--- src/rtl/instruction_queue.sv ---
// DEPTH-entry instruction FIFO between fetch and decode, with valid/ready on
// both sides, synchronous flush, and the head word pre-split into fields.
module instruction_queue #(
  parameter int INSTRUCTION_WIDTH = 16,
  parameter int DEPTH             = 4,
  parameter int OPCODE_WIDTH      = 5
) (
  input  logic                                      clock,
  input  logic                                      ir_reset,
  input  logic [INSTRUCTION_WIDTH-1:0]              ir_in,
  input  logic                                      ir_in_valid,
  output logic                                      ir_in_ready,
  input  logic                                      ir_flush,
  output logic [INSTRUCTION_WIDTH-1:0]              ir_out,
  output logic                                      ir_out_valid,
  input  logic                                      ir_out_ready,
  output logic [OPCODE_WIDTH-1:0]                   ir_opcode,
  output logic [INSTRUCTION_WIDTH-OPCODE_WIDTH-1:0] ir_operand,
  output logic [$clog2(DEPTH+1)-1:0]                ir_count
);

  localparam int PTR_W = $clog2(DEPTH);
  localparam int CNT_W = $clog2(DEPTH+1);

  logic [INSTRUCTION_WIDTH-1:0] storage_reg [DEPTH];
  logic [PTR_W-1:0]             wr_ptr_reg;
  logic [PTR_W-1:0]             rd_ptr_reg;
  logic [CNT_W-1:0]             count_reg;
  logic [CNT_W-1:0]             count_next;
  logic                         push;
  logic                         pop;

  // Ready depends only on registered occupancy: no consumer-to-producer path.
  assign ir_in_ready  = (count_reg != CNT_W'(DEPTH));
  assign ir_out_valid = (count_reg != '0);
  assign push         = ir_in_valid && ir_in_ready;
  assign pop          = ir_out_valid && ir_out_ready;

  assign ir_out     = ir_out_valid ? storage_reg[rd_ptr_reg] : '0;
  assign ir_opcode  = ir_out[INSTRUCTION_WIDTH-1 -: OPCODE_WIDTH];
  assign ir_operand = ir_out[INSTRUCTION_WIDTH-OPCODE_WIDTH-1:0];
  assign ir_count   = count_reg;

  always_comb begin
    count_next = count_reg;
    case ({push, pop})
      2'b10:   count_next = count_reg + CNT_W'(1);
      2'b01:   count_next = count_reg - CNT_W'(1);
      default: count_next = count_reg;
    endcase
  end

  always_ff @(posedge clock or posedge ir_reset) begin
    if (ir_reset) begin
      for (int i = 0; i < DEPTH; i++) storage_reg[i] <= '0;
    end else if (push && !ir_flush) begin
      storage_reg[wr_ptr_reg] <= ir_in;
    end
  end

  // Flush wins over any push/pop in the same cycle; pointers wrap naturally
  // because DEPTH is a power of two.
  always_ff @(posedge clock or posedge ir_reset) begin
    if (ir_reset) begin
      wr_ptr_reg <= '0;
      rd_ptr_reg <= '0;
      count_reg  <= '0;
    end else if (ir_flush) begin
      wr_ptr_reg <= '0;
      rd_ptr_reg <= '0;
      count_reg  <= '0;
    end else begin
      if (push) wr_ptr_reg <= wr_ptr_reg + PTR_W'(1);
      if (pop)  rd_ptr_reg <= rd_ptr_reg + PTR_W'(1);
      count_reg <= count_next;
    end
  end

endmodule

--- config.mk ---
export PLATFORM = sky130hd
export DESIGN_NAME = instruction_queue
export DESIGN_NICKNAME = d
export VERILOG_FILES = /design/src/rtl/instruction_queue.sv
export SDC_FILE = /design/constraint.sdc
export NUM_CORES = 1
export LEC_CHECK = 0
export BUFFER_PORTS_ARGS = -buffer_cell sky130_fd_sc_hd__buf_2
export CORE_ASPECT_RATIO = 0.9
export CORE_MARGIN = 4
export CORE_UTILIZATION = 61
export DETAILED_ROUTE_END_ITERATION = 8
export GPL_TIMING_DRIVEN = 0
export HOLD_SLACK_MARGIN = 0.05
export PLACE_DENSITY_LB_ADDON = 0.3
export SLEW_MARGIN = 10
export SYNTH_ARGS = -nofsm -noshare
export SYNTH_HDL_FRONTEND = slang
export SYNTH_SLANG_ARGS = --single-unit
export TNS_END_PERCENT = 10
--- constraint.sdc ---
create_clock -name clock -period 3.8 [get_ports clock]
set_input_delay 0.57 -clock clock [delete_from_list [all_inputs] [get_ports clock]]
set_output_delay 0.57 -clock clock [all_outputs]
set_load 0.02 [all_outputs]
==> results.toml <==
[placement]
port_buffers = 56
dpl.hpwl_um = 4710
place_congestion = 0.775

[sta]
fin_tns_setup_ns = 0
report.final.slew_viol_count = 0
final-setup-viol-count = 0
tightestPinTransition_ns = 0.452
slew_headroom_pct = 69.9
min_period_ns = 2.82
hold_slack_ns = 0.219
max_clock_freq_ghz = 0.355
fin_skew_ns = 0.00542
rsz0062_at_grt = "false"
hold_viol_final = 0
period_share_pct = 74.1

[pwr]
vdd_drop_max_mv = 0.356
power_density_nw_per_um2 = 570
p_leak_nw = 2.01

[synthesis]
synthTopCellsByArea = "dfrtp_1, mux2_1, mux4_2, mux2_2, buf_4"
synth_fp_nets = 278
synth_seq_cells = 71
synthMuxAreaShare_pct = 30.4
yosysTopAreaCellShare_pct = 49.5
synth_top_family_by_area = "multiplexers"
ys.flop_type = "dfrtp_1"
ys_seq_area_share_pct = 49.5
synth-adder-area-share_pct = 1.95
synthSimpleGateAreaFrac_pct = 7.67
syn_area_per_cell_um2 = 14.2
synth_top_area_cell = "dfrtp_1"
synth-compound-area-share_pct = 2.68
synth_area_um2 = 3590
synth_xor_xnor_area_share_pct = 0.732
synth_edf_count = 0
async_reset_ff_share_pct = 100
synthCells = 252
ys_warn_count = 0
synth_cell_type_count = 35

[cts]
cts_max_level = 3
clock_latency_ns = 0.34
cts_hold_buf = 0
postCtsSetupRepairBufs = 0
cts_buffers = 9
cts_tree = "done"
clock_sink_count = 71
root_buffer = "clkbuf_8"
cts-resized-gates = 0
clockBufferDepth = 2
clk_transition_reported_paths_ns = 0.07

[die]
chipHeight_um = 80.8
rows = 26
io_pins = 58
coreArea_um2 = 5690
die-area_um2 = 7180
fp.dieW_um = 88.8
initial_core_util_pct = 63.0

[routing]
via_per_inst = 5.59
drtIter0Drc = 105
vias = 2207
wl_per_cell_um = 16.7
firstDrtPassIters = 4
wl_um = 6580
drc_errors = 0
ant_nets = 0

[final_layout]
final_nets = 346
syn2layout_area_growth_pct = 16.3
layout-drive-gt1-share_pct = 46.5
final_common_cell = "dfrtp_1"
final_cell_mix = "dfrtp_1, buf_2, mux2_1"
regArea_um2 = 1780
diodes = 0
largest_reg_flops = 64
multiInputGateArea_um2 = 1560
nFillCells = 407

[grt]
grt_pass1_vias = 2312
track_usage_pct = 21.2
grt_pass1_wl_um = 11200
overflow = 0
grt_max_degree = 42
grt_antenna_before_repair = 0

[status]
status = "complete, no violations"

[critical_path]
r2r_slack_ns = 1.75
arrival_ns = 2.25
worst_r2r_endpoint = "ir_count[2]"
required_ns = 3.23
start_kind = "flop"
endpoint_kind = "output port"
rr_startpoint = "ir_count[0]"
crit_type = "flop to output port"
worstRegToRegCells = 7
critPathMaxFanout = 10

[run]
cap_violations = 0

[hold_path]
hold_class = "primary input to async pin"
[worst max path at each step]
stage,from,end,slack (ns),depth (start not counted)
floorplan,ir_reset,ir_count[0],1.43,1
global placement,ir_reset,storage_reg[32],0.59,2
detailed placement,ir_count[0],ir_out[10],1.32,7
CTS,ir_count[0],ir_out[10],0.93,7
global route,ir_count[0],ir_out[7],0.81,7
finish,ir_count[0],ir_out[10],0.98,7
[power by group]
group          internal [mW]  switching (mW)
clock network          0.308           0.260
registers              0.965           0.103
logic                  0.396           0.347
total                   1.67           0.710
[Yosys cell counts (3+ instances only)]
master / count
buf_6: 4
clkbuf_1: 3
mux4_2: 16
a21oi_1: 3
mux2_2: 25
nor2_1: 5
buf_4: 18
ha_1: 4
inv_1: 7
buf_2: 6
nand3_4: 4
dfrtp_1: 71
nand3_1: 4
mux2_1: 40
nor2b_1: 17
[layout make-up]
| class | count | share of cell area [%] |
|---|---|---|
| plain buffers | 31 | 5.31 |
| inverters | 8 | 0.779 |
| clock buffers | 14 | 4.38 |
| multi-input cells | 142 | 37.4 |
| flip-flops and latches | 71 | 42.6 |
| well taps | 70 | 2.10 |
| repair buffers | 57 | 7.19 |
| clock inverters | 2 | 0.300 |
[critical path: stages, from the launching register on]
cell	delay (ns)
dfrtp_1	0.41
buf_2	0.18
or2_1	0.28
nor2_2	0.27
buf_2	0.35
nor2b_1	0.12
buf_4	0.14
buf_2	0.15
[cells by family (layout without fill, tap and decap cells)]
| group | Yosys count | after routing |
|---|---|---|
| XOR/XNOR | 3 | 3 |
| flip-flops | 71 | 71 |
| AO/OA/AOI/OAI | 14 | 14 |
| AND/OR/NAND/NOR | 39 | 39 |
| adder cells (fa/ha/maj) | 5 | 5 |
| multiplexers | 81 | 81 |
| buffers and inverters | 39 | 112 |
[layer usage]
layer / part of all wire (%) / wire length [um] / track usage (%)
met3: 5.5 / 363 / 7.30
met1: 45 / 2950 / 28.2
met2: 49 / 3210 / 33.8
met5: 0 / 0 / 0
met4: 0.78 / 51 / 5.29
[stage by stage]
step                      power, mW  util (%)  cell area (um2)  std cells  setup WS [ns]
after CTS                      2.41      73.3             4170        395          0.928
after detailed placement       1.83      69.9             3980        379           1.32
final                          2.38      73.3             4170        395          0.983
after floorplan                1.63         -             3590        252           1.43
after global placement         1.79      69.5             3960        378          0.594
after global routing           2.53      73.3             4170        395          0.810
Power figures use the tool's default switching activity.
